===== src/rtl/instruction_fetch_if.sv =====
// Fetch-stage bundle: instruction-memory port, decoded-instruction handshake,
// execute-stage redirect and halt status.
interface instruction_fetch_if #(
  parameter int AW = 4,
  parameter int IW = 8
);
  logic [AW-1:0] imem_addr;
  logic [IW-1:0] imem_data;
  logic          out_valid;
  logic          out_ready;
  logic [AW-1:0] out_pc;
  logic [1:0]    out_op;
  logic [1:0]    out_ra;
  logic [1:0]    out_rb;
  logic [1:0]    out_rd;
  logic [AW-1:0] out_target;
  logic          br_taken;
  logic [AW-1:0] br_target;
  logic          halted;

  // Fetch unit side.
  modport master (
    output imem_addr, out_valid, out_pc, out_op, out_ra, out_rb, out_rd,
           out_target, halted,
    input  imem_data, out_ready, br_taken, br_target
  );

  // Memory / downstream / execute side.
  modport slave (
    input  imem_addr, out_valid, out_pc, out_op, out_ra, out_rb, out_rd,
           out_target, halted,
    output imem_data, out_ready, br_taken, br_target
  );
endinterface


===== src/rtl/instruction_fetch.sv =====
// Single-entry fetch stage with valid/ready output, branch redirect and decode.
// Define FETCH_ILLEGAL_HALT_EN to stop fetching on opcode 2'b10.
module instruction_fetch #(
  parameter int AW = 4,
  parameter int IW = 8
) (
  input  logic                clk,
  input  logic                rst,
  instruction_fetch_if.master bus
);

  typedef enum logic {FETCH, HALT} state_t;

  state_t        state_q, state_d;
  logic [AW-1:0] pc_q, pc_d;
  logic [IW-1:0] ir_q, ir_d;
  logic [AW-1:0] out_pc_q, out_pc_d;
  logic          valid_q, valid_d;

  // NOTE: sequential state uses non-blocking assignments so every register
  // samples the pre-edge values, independent of statement order.
  always_ff @(posedge clk or posedge rst) begin
    if (rst) begin
      state_q  <= FETCH;
      pc_q     <= '0;
      ir_q     <= '0;
      out_pc_q <= '0;
      valid_q  <= 1'b0;
    end else begin
      state_q  <= state_d;
      pc_q     <= pc_d;
      ir_q     <= ir_d;
      out_pc_q <= out_pc_d;
      valid_q  <= valid_d;
    end
  end

  // NOTE: every signal gets its hold value first, so no path through the
  // case/if tree can leave one unassigned and infer a latch.
  always_comb begin
    state_d  = state_q;
    pc_d     = pc_q;
    ir_d     = ir_q;
    out_pc_d = out_pc_q;
    valid_d  = valid_q;
    case (state_q)
      FETCH: begin
        if (bus.br_taken) begin
          // Redirect wins over both stall and load; the slot becomes a bubble.
          pc_d    = bus.br_target;
          valid_d = 1'b0;
        end else if (!valid_q || bus.out_ready) begin
`ifdef FETCH_ILLEGAL_HALT_EN
          if (bus.imem_data[7:6] == 2'b10) begin
            valid_d = 1'b0;
            state_d = HALT;
          end else
`endif
          begin
            ir_d     = bus.imem_data;
            out_pc_d = pc_q;
            valid_d  = 1'b1;
            pc_d     = pc_q + AW'(1);
          end
        end
      end
      HALT: begin
        valid_d = 1'b0;
      end
    endcase
  end

  assign bus.imem_addr  = pc_q;
  assign bus.out_valid  = valid_q;
  assign bus.out_pc     = out_pc_q;
  assign bus.out_op     = ir_q[7:6];
  assign bus.out_ra     = ir_q[5:4];
  assign bus.out_rb     = ir_q[3:2];
  assign bus.out_rd     = ir_q[1:0];
  assign bus.out_target = ir_q[AW-1:0];

`ifdef FETCH_ILLEGAL_HALT_EN
  assign bus.halted = (state_q == HALT);
`else
  assign bus.halted = 1'b0;
`endif

endmodule


===== src/flat_wrapper.sv =====
// flat-port wrapper written by rule: the top's interface ports become plain ports
module instruction_fetch_flat 
#(
  parameter int AW = 4,
  parameter int IW = 8
)
  (clk, rst, bus_imem_addr, bus_out_valid, bus_out_pc, bus_out_op, bus_out_ra, bus_out_rb, bus_out_rd, bus_out_target, bus_halted, bus_imem_data, bus_out_ready, bus_br_taken, bus_br_target);
  instruction_fetch_if #(.AW(AW), .IW(IW)) bus_i ();
  input  logic clk;
  input  logic rst;
  output wire logic [$bits(bus_i.imem_addr)-1:0] bus_imem_addr;
  output wire logic [$bits(bus_i.out_valid)-1:0] bus_out_valid;
  output wire logic [$bits(bus_i.out_pc)-1:0] bus_out_pc;
  output wire logic [$bits(bus_i.out_op)-1:0] bus_out_op;
  output wire logic [$bits(bus_i.out_ra)-1:0] bus_out_ra;
  output wire logic [$bits(bus_i.out_rb)-1:0] bus_out_rb;
  output wire logic [$bits(bus_i.out_rd)-1:0] bus_out_rd;
  output wire logic [$bits(bus_i.out_target)-1:0] bus_out_target;
  output wire logic [$bits(bus_i.halted)-1:0] bus_halted;
  input wire logic [$bits(bus_i.imem_data)-1:0] bus_imem_data;
  input wire logic [$bits(bus_i.out_ready)-1:0] bus_out_ready;
  input wire logic [$bits(bus_i.br_taken)-1:0] bus_br_taken;
  input wire logic [$bits(bus_i.br_target)-1:0] bus_br_target;
  assign bus_imem_addr = bus_i.imem_addr;
  assign bus_out_valid = bus_i.out_valid;
  assign bus_out_pc = bus_i.out_pc;
  assign bus_out_op = bus_i.out_op;
  assign bus_out_ra = bus_i.out_ra;
  assign bus_out_rb = bus_i.out_rb;
  assign bus_out_rd = bus_i.out_rd;
  assign bus_out_target = bus_i.out_target;
  assign bus_halted = bus_i.halted;
  assign bus_i.imem_data = bus_imem_data;
  assign bus_i.out_ready = bus_out_ready;
  assign bus_i.br_taken = bus_br_taken;
  assign bus_i.br_target = bus_br_target;
  instruction_fetch #(.AW(AW), .IW(IW)) u_core (.clk(clk), .rst(rst), .bus(bus_i));
endmodule

===== config.mk =====
export PLATFORM = sky130hd
export DESIGN_NAME = instruction_fetch_flat
export DESIGN_NICKNAME = d
export VERILOG_FILES = /design/src/rtl/instruction_fetch_if.sv /design/src/rtl/instruction_fetch.sv /design/src/flat_wrapper.sv
export SDC_FILE = /design/constraint.sdc
export NUM_CORES = 1
export LEC_CHECK = 0
export CAP_MARGIN = 0
export CORE_ASPECT_RATIO = 1.1
export CORE_MARGIN = 1.5
export CORE_UTILIZATION = 37
export CTS_BUF_LIST = sky130_fd_sc_hd__clkbuf_8
export CTS_CLUSTER_SIZE = 40
export DETAILED_ROUTE_END_ITERATION = 10
export PLACE_DENSITY = 0.83
export SLEW_MARGIN = 10
export SYNTH_ARGS = -nofsm -noshare
export SYNTH_HDL_FRONTEND = slang
export SYNTH_SLANG_ARGS = --single-unit

===== constraint.sdc =====
create_clock -name clk -period 1.3 [get_ports clk]
set_input_delay 0.26 -clock clk [delete_from_list [all_inputs] [get_ports clk]]
set_output_delay 0.26 -clock clk [all_outputs]
set_load 0.02 [all_outputs]

; Yosys cells after proc, flatten, opt, wreduce, memory -nomap -nowiden
; Cells that the tools add are included.
[word_totals]
output_inout_bits = 22
latch_bits = 0
mem_bits_ro = 0
regBits = 17
ram_bits = 0
in_bits = 16
n_memories = 0
elab_cells = 14
[op_classes]
bitwise_logic = 1
mul = 0
n_mux = 4
n_reduce_logical = 4
shift = 0
add_sub_neg = 1
eq_ne = 0
div_mod_pow = 0
n_lt_le_gt_ge = 0
[op_table]
columns = op, n
row1 = $mux W4, 2
row2 = $add A4 B1 Y4 const B, 1
row3 = $mux W1, 2
row4 = $reduce_and A2 Y1, 1
row5 = $reduce_bool A2 Y1, 1
row6 = $logic_not A1 Y1, 1
row7 = $logic_or A1 B1 Y1, 1
row8 = $not A1 Y1, 1

; Longest topological paths before layout
; Gate-level depths: netlist (run 1).
[logic_depth]
depth_word = 4
mapped_depth = 5
depth_no_buf = 4

; Worst setup path before layout (run 1)
; Ideal clock, no wire load.
[synth_path]
path_kind = register -> register
from = register u_core.valid_q, in the netlist u_core.bus.out_valid
to = register u_core.out_pc_q[0], in the netlist u_core.bus.out_pc[0]
slack_ps = -98
period_less_slack_ps = 1398
path_buffers = 2
required_ps = 1175
t_arrival_ps = 1273
stages_incl_launch_ff = 6
setup_ps = 125
cell_sequence = dfrtp_1 > nor2b_4 > buf_6 > nor2_4 > buf_6 > mux2_4
[synth_via]
elab_chain_len = 3
[synth_rtl]
columns = item, line
row1 = start: declaration, instruction_fetch.sv:18  ; logic valid_q, valid_d;
row2 = start signal: assignment, instruction_fetch.sv:34  ; valid_q <= valid_d;
row3 = $logic_not A1 Y1, instruction_fetch.sv:52  ; end else if (!valid_q || bus.out_ready) begin
row4 = $logic_or A1 B1 Y1, instruction_fetch.sv:52
row5 = $reduce_and A2 Y1 (no line), -
row6 = end signal: assignment, instruction_fetch.sv:33  ; out_pc_q <= out_pc_d;
row7 = end: declaration, instruction_fetch.sv:17  ; logic [AW-1:0] out_pc_q, out_pc_d;
; Every way passes these cells.
; A chain may end at the register's enable or synchronous reset.

; Final worst setup path (run 1)
[layout_path]
from = register u_core.pc_q[1], in the netlist u_core.bus.imem_addr[1]
to = output port bus_imem_addr[1]
[layout_rtl]
columns = item, line
row1 = start: declaration, instruction_fetch.sv:15  ; logic [AW-1:0] pc_q, pc_d;
row2 = start signal: assignment, instruction_fetch.sv:31  ; pc_q <= pc_d;
row3 = end: declaration, flat_wrapper.sv:11  ; output wire logic [$bits(bus_i.imem_addr)-1:0] bus_imem_addr;
; No word-level cell between the ends.

==> metrics.yaml, run 1 <==
run_status:
  outcome: "completed"
logic_synthesis:
  synth-edff-count: 0
  muxShareOfSynthArea: 0.2299
  async_reset_ff_frac: 1.000
  synth_most_common_cell: "dfrtp_1"
  yosysTopAreaCellShare: 0.5354
  synth_compound_area_frac: 0.04094
  syn_nets: 75
  post_synth_xor_area_fraction: 0.01102
  yosys.cell_types.count: 18
  synth_top_family_by_area: "multiplexers"
  ys_top_cells_by_count: "17 x dfrtp_1, 10 x mux2_4, 5 x buf_4"
  netlist_instances: 58
  ys.flop_type: "dfrtp_1"
  synth-simple-area-share: 0.07244
  yosys-top-cells-area: "dfrtp_1 54%, mux2_4 19%, buf_4 4.7%"
  synth_area_sq_um: 794.5
  synth_area_leader_cell: "dfrtp_1"
  yosys_register_bits: 17
  ys_warn_count: 0
  avgSynthCellArea_sq_um: 13.70
  yosys.area_share.adder: 0.01575
  ys_seq_area_frac: 0.5354
placed_design:
  gp_congestion: 0.8140
  hpwl_microns: 1190
  placed_cells: 123
  port_buffers: 36
  place_ws_ns: -0.2730
timing:
  period_share: 0.9622
  layout_setup_ws_ns: 0.04918
  max_freq_mhz: 799.5
  hold_viol_final: 0
  rsz0062_at_grt: "no"
  final.min_clock_period_ns: 1.251
  final-setup-viol-count: 0
  fin_skew_ns: 0.003144
  drv_slew: 0
clocking:
  clockBufferDepth: 2
  tritoncts: "done"
  cts_buffers: 3
  numClockSinks: 17
  cts-root-buf: "clkbuf_8"
  cts_hold_buf: 0
  clock_latency_ns: 0.25
  path_clk_slew_ns: 0.06
  cts_max_level: 1
  cts_resized: 22
  post_cts_buffers: 0
global_route:
  busiest_layer: "met2"
  antenna_found_initial: 0
  use_met1: 0.1960
  use_met2: 0.2215
  grt_pass1_wl_microns: 2504
  grt_pass1_vias: 541
  track_usage: 0.1454
  gr-usage-met3: 0.04514
  overflow: 0
  grt_max_degree: 13
die:
  io_pins: 38
  rows: 17
  coreArea_sq_mm: 0.002021
  die_x_microns: 47.18
  start_util: 0.3932
  die_h_microns: 51.60
  die_area_sq_mm: 0.002434
critical_path:
  crit_path_max_incr_delay_ns: 0.41
  crit_slowest_cell: "dfrtp_1"
  crit_chain: "dlygate4sd2_1"
  cp_max_fo: 4
  start_kind: "flop"
  worstPathArrival_ns: 0.99
  path_delay_family: "flip-flops"
  critPathCaptureType: "primary output"
  worstPathRequired_ns: 1.04
  criticalPathCategory: "reg -> out"
  cp.buffers_inverters: 1
drt:
  viasPerCell: 4.535
  first_iter_violations: 8
  drc_errors: 0
  dr.pass1.iters: 4
  wire_per_inst_microns: 11.84
  drt_wl_total_microns: 1504
  ant_nets: 0
  vias: 576
power_and_ir_drop:
  seqPwrFrac: 0.424
  power.internal_mw: 1.079
  power.share.clock: 0.252
  ir_drop_uv: 655.3
  p_total_mw: 1.543
  switching_power_uw: 464.6
  p_leak_nw: 0.5939
  powerDensity_mw_per_mm2: 1260
  pwr-share-comb: 0.324
  p_sw_frac: 0.3010
layout:
  drive_above_1_share: 0.2727
  area_delta_synth_final_pct: 54.17
  multi_input_area_sq_um: 297.8
  fill_cells: 174
  seqCellArea_sq_um: 426.7
  finalNonFillerCells: 127
  antenna-diode-count: 0
  final_nets: 117
run:
  drv_cap: 0
min_path:
  hold_class: "in -> async"
[power by group through the flow]
stage / clock (mW) / sequential [mW] / combinational [mW]
after global routing: 0.420 / 0.667 / 0.543
final: 0.389 / 0.655 / 0.500
after global placement: 0 / 0.664 / 0.567
after floorplan: 0 / 0.764 / 0.206
after CTS: 0.390 / 0.657 / 0.507
after detailed placement: 0 / 0.669 / 0.573
[routing by layer]
metal	share of wire	routed length, microns	up-vias
met4	0.011	16	0
met2	0.47	701	30
li1	-	-	271
met1	0.44	659	273
met3	0.085	128	2
met5	0	0	-
[layout by cell type, fill, tap and decap left out]
master,netlist,layout
dlygate4sd2_1,0,22
dfrtp_1,17,16
clkdlybuf4s50_1,0,13
mux2_4,10,10
buf_4,5,7
o21ai_0,4,4
inv_1,3,3
clkbuf_8,0,3
or3_1,2,2
nor2_1,2,2
a31oi_1,2,2
mux2_2,2,2
nand2_1,2,2
nor2b_4,1,1
nor2_4,1,1
nand3_1,1,1
xor2_1,1,1
mux2i_1,1,1
ha_1,1,1
conb_1,1,1
clkinv_2,0,1
dlymetal6s2s_1,0,1
buf_12,0,1
dfrtp_2,0,1
[layout make-up]
type                    count  share of cell area
clock inverters             1            0.004086
multi-input cells          31              0.2431
inverters                   3            0.009193
clock buffers               3             0.03371
repair buffers             44              0.3330
well taps                  28             0.02860
flip-flops and latches     17              0.3483
[path summary, 6_finish.rpt]
kind	from	end	slack, ns	depth (start not counted)
worst min-delay path	rst	u_core.bus.out_pc[0]	0.23	2
min in group clk	bus_br_taken	u_core.bus.imem_addr[1]	0.49	3
worst max-delay path	u_core.bus.imem_addr[1]	bus_imem_addr[1]	0.05	1
worst max register to register	u_core.bus.out_valid	u_core.ir_q[7]	0.06	4
worst min register to register	u_core.ir_q[7]	u_core.ir_q[7]	0.51	1
max in group asynchronous	rst	u_core.ir_q[5]	0.68	3
[through the flow]
step / setup TNS, ns / util / hold slack [ns] / area [sq um]
final: 0 / 0.6062 / 0.2329 / 1225
after global routing: 0 / 0.6062 / 0.2668 / 1225
after CTS: 0 / 0.6050 / 0.2445 / 1222
after detailed placement: -3.529 / 0.5957 / 0.4972 / 1204
after global placement: -3.157 / 0.5957 / 0.4952 / 1204
after floorplan: -0.7496 / - / 0.1860 / 799.5
[cells by family after synthesis]
| family | Yosys count |
|---|---|
| AOI/OAI and AO/OA | 6 |
| xor gates and xnor gates | 1 |
| adders and majority gates | 1 |
| buffers and inverters | 10 |
| DFF | 17 |
| muxes | 13 |
| other | 1 |
| and+or+nand+nor | 9 |
[registers in the layout, indices dropped and copies added, names as in the netlist]
name and cells:
u_core.ir_q 8, u_core.bus.out_valid 1, u_core.bus.imem_addr 4, u_core.bus.out_pc 4
(Power assumes the default switching activity.)
==> inputs of run 2 (changes only) <==
--- a/config.mk
+++ b/config.mk
@@ -6,13 +6,16 @@
 export NUM_CORES = 1
 export LEC_CHECK = 0
 export CAP_MARGIN = 0
+export CELL_PAD_IN_SITES_DETAIL_PLACEMENT = 0
+export CELL_PAD_IN_SITES_GLOBAL_PLACEMENT = 1
 export CORE_ASPECT_RATIO = 1.1
 export CORE_MARGIN = 1.5
-export CORE_UTILIZATION = 37
+export CORE_UTILIZATION = 28
 export CTS_BUF_LIST = sky130_fd_sc_hd__clkbuf_8
+export CTS_CLUSTER_DIAMETER = 200
 export CTS_CLUSTER_SIZE = 40
 export DETAILED_ROUTE_END_ITERATION = 10
-export PLACE_DENSITY = 0.83
+export PLACE_DENSITY = 0.82
 export SLEW_MARGIN = 10
 export SYNTH_ARGS = -nofsm -noshare
 export SYNTH_HDL_FRONTEND = slang
==> run 2 against run 1 <==
Effect of this change: via count rose by 1.4%; first-iteration DRC count fell by 63%; die area rose by 30%; non-clock buffer count rose by 3; combinational power rose by 3%; critical path depth did not move; final cell count rose by 6.3%; clock skew rose by 0.0041 ns; clock power fell by 3%; flip-flop and latch count did not move; critical path type unchanged.
==> metrics.yaml, run 2 (same netlist as run 1, synthesis figures left out) <==
drt:
  dr.pass1.iters: 3  # -1
  wire_per_inst_microns: 12.30  # +3.9%
  viasPerCell: 4.326  # -4.6%
  first_iter_violations: 3  # -5
  drt_wl_total_microns: 1661  # +10%
  ant_nets: 0  # unchanged
  drc_errors: 0  # unchanged
  vias: 584  # +1.4%
critical_path:
  critPathCaptureType: "primary output"
  worstPathRequired_ns: 1.04  # about the same
  crit_slowest_cell: "dfrtp_1"
  criticalPathCategory: "reg -> out"
  worstPathArrival_ns: 1.01  # +0.02 ns
  crit_chain: "dlygate4sd2_1"
  cp.buffers_inverters: 1  # unchanged
  crit_path_max_incr_delay_ns: 0.41  # about the same
  start_kind: "flop"
  r2r_start: "u_core.bus.out_valid"
  crit_start: "u_core.bus.imem_addr[1]"
  path_delay_family: "flip-flops"
  cp_max_fo: 4  # unchanged
global_route:
  grt_max_degree: 18  # +5
  track_usage: 0.1068  # -0.03860
  grt_pass1_wl_microns: 2394  # -4.4%
  grt_pass1_vias: 563  # +4.1%
  overflow: 0  # unchanged
  antenna_found_initial: 0  # unchanged
power_and_ir_drop:
  p_leak_nw: 0.6002  # +1.1%
  powerDensity_mw_per_mm2: 1239  # -1.7%
  ir_drop_uv: 531.6  # -19%
die:
  die_area_sq_mm: 0.003167  # +30%
  start_util: 0.2913  # -0.1019
  die_x_microns: 53.79  # +14%
  die_h_microns: 58.87  # +14%
  io_pins: 38  # unchanged
  rows: 20  # +3
  coreArea_sq_mm: 0.002728  # +35%
layout:
  antenna-diode-count: 0  # unchanged
  layout_commonest_cell: "dlygate4sd2_1"
  area_delta_synth_final_pct: 57.48
  layout_common_cells: "22 x dlygate4sd2_1, 16 x dfrtp_1, 13 x clkdlybuf4s50_1"
  post-route-util: 0.4587  # -0.1475
  drive_above_1_share: 0.2941  # +0.02139
  final_nets: 120  # +2.6%
  largest_register: "u_core.ir_q"
  largest_reg_flops: 8  # unchanged
  finalNonFillerCells: 135  # +6.3%
clocking:
  path_clk_slew_ns: 0.07  # about the same
  clockBufferDepth: 2  # unchanged
  cts_hold_buf: 0  # unchanged
  cts_max_level: 1  # unchanged
  cts-root-buf: "clkbuf_8"
  cts_buffers: 3  # unchanged
  post_cts_buffers: 0  # unchanged
  clock_latency_ns: 0.25  # about the same
  tritoncts: "done"
  numClockSinks: 17  # unchanged
timing:
  fin_tns_setup_ns: 0  # unchanged
  whs_ns: 0.3331  # +0.1001 ns
  fin_skew_ns: 0.007287  # +0.004144 ns
  drv_slew: 0  # unchanged
  hold_viol_final: 0  # unchanged
  final.min_clock_period_ns: 1.265  # +0.01458 ns
  period_share: 0.9734  # +0.01121
  max_freq_mhz: 790.3  # -1.2%
  final-setup-viol-count: 0  # unchanged
  layout_setup_ws_ns: 0.03460  # -0.01458 ns
  rsz0062_at_grt: "no"
placed_design:
  gp_congestion: 0.6703  # -18%
  place_ws_ns: -0.2979  # -0.02490 ns
  hpwl_microns: 1302  # +9.4%
  placed_cells: 131  # +6.5%
  port_buffers: 36  # unchanged
run:
  drv_cap: 0  # unchanged
min_path:
  hold_class: "in -> async"
run_status:
  outcome: "completed"
[run 2: where the power goes]
part           switching (mW)  internal, mW  total, mW
clock                   0.165         0.212      0.377
combinational           0.246         0.267      0.514
sequential             0.0524         0.607      0.659
total                   0.464          1.09       1.55
[run 2: layout make-up]
cell class                 instances  area (sq um)
timing repair buffer              47         427.9
multi-input combinational         31         297.8
tap                               33         41.29
clock buffer                       3         41.29
fill                             278          1476
sequential                        17         426.7
clock inverter                     1         5.005
inverter                           3         11.26
[run 2: metrics by stage]
step	total power, mW	cell area [sq um]
floorplan	0.9694	799.5
detailed placement	1.262	1232
global placement	1.243	1232
global route	1.639	1251
CTS	1.577	1250
finish	1.550	1251
[run 2: repair_timing]
item / in CTS / in global routing
pin swaps: 1 / 0
hold endpoints to repair: 0 / 0
setup endpoints to repair: 25 / 1
gates resized for setup: 23 / 1
[run 2: path summary, 6_finish.rpt]
path	slack, ns	depth (start not counted)	endpoint
max	0.03	1	bus_imem_addr[1]
min	0.33	3	u_core.ir_q[0]
max reg2reg	0.04	4	u_core.bus.imem_addr[2]
min reg2reg	0.51	1	u_core.ir_q[6]
max in group asynchronous	0.77	3	u_core.bus.out_valid
min in group clk	0.51	1	u_core.ir_q[6]
[run 2: per-layer routing]
| layer | routed length [microns] | GRT usage | vias to the layer above |
|---|---|---|---|
| met4 | 17 | 0.05495 | 0 |
| met3 | 174 | 0.03299 | 2 |
| met5 | 0 | 0 | - |
| met1 | 675 | 0.1234 | 275 |
| met2 | 792 | 0.1742 | 32 |
| li1 | - | - | 275 |
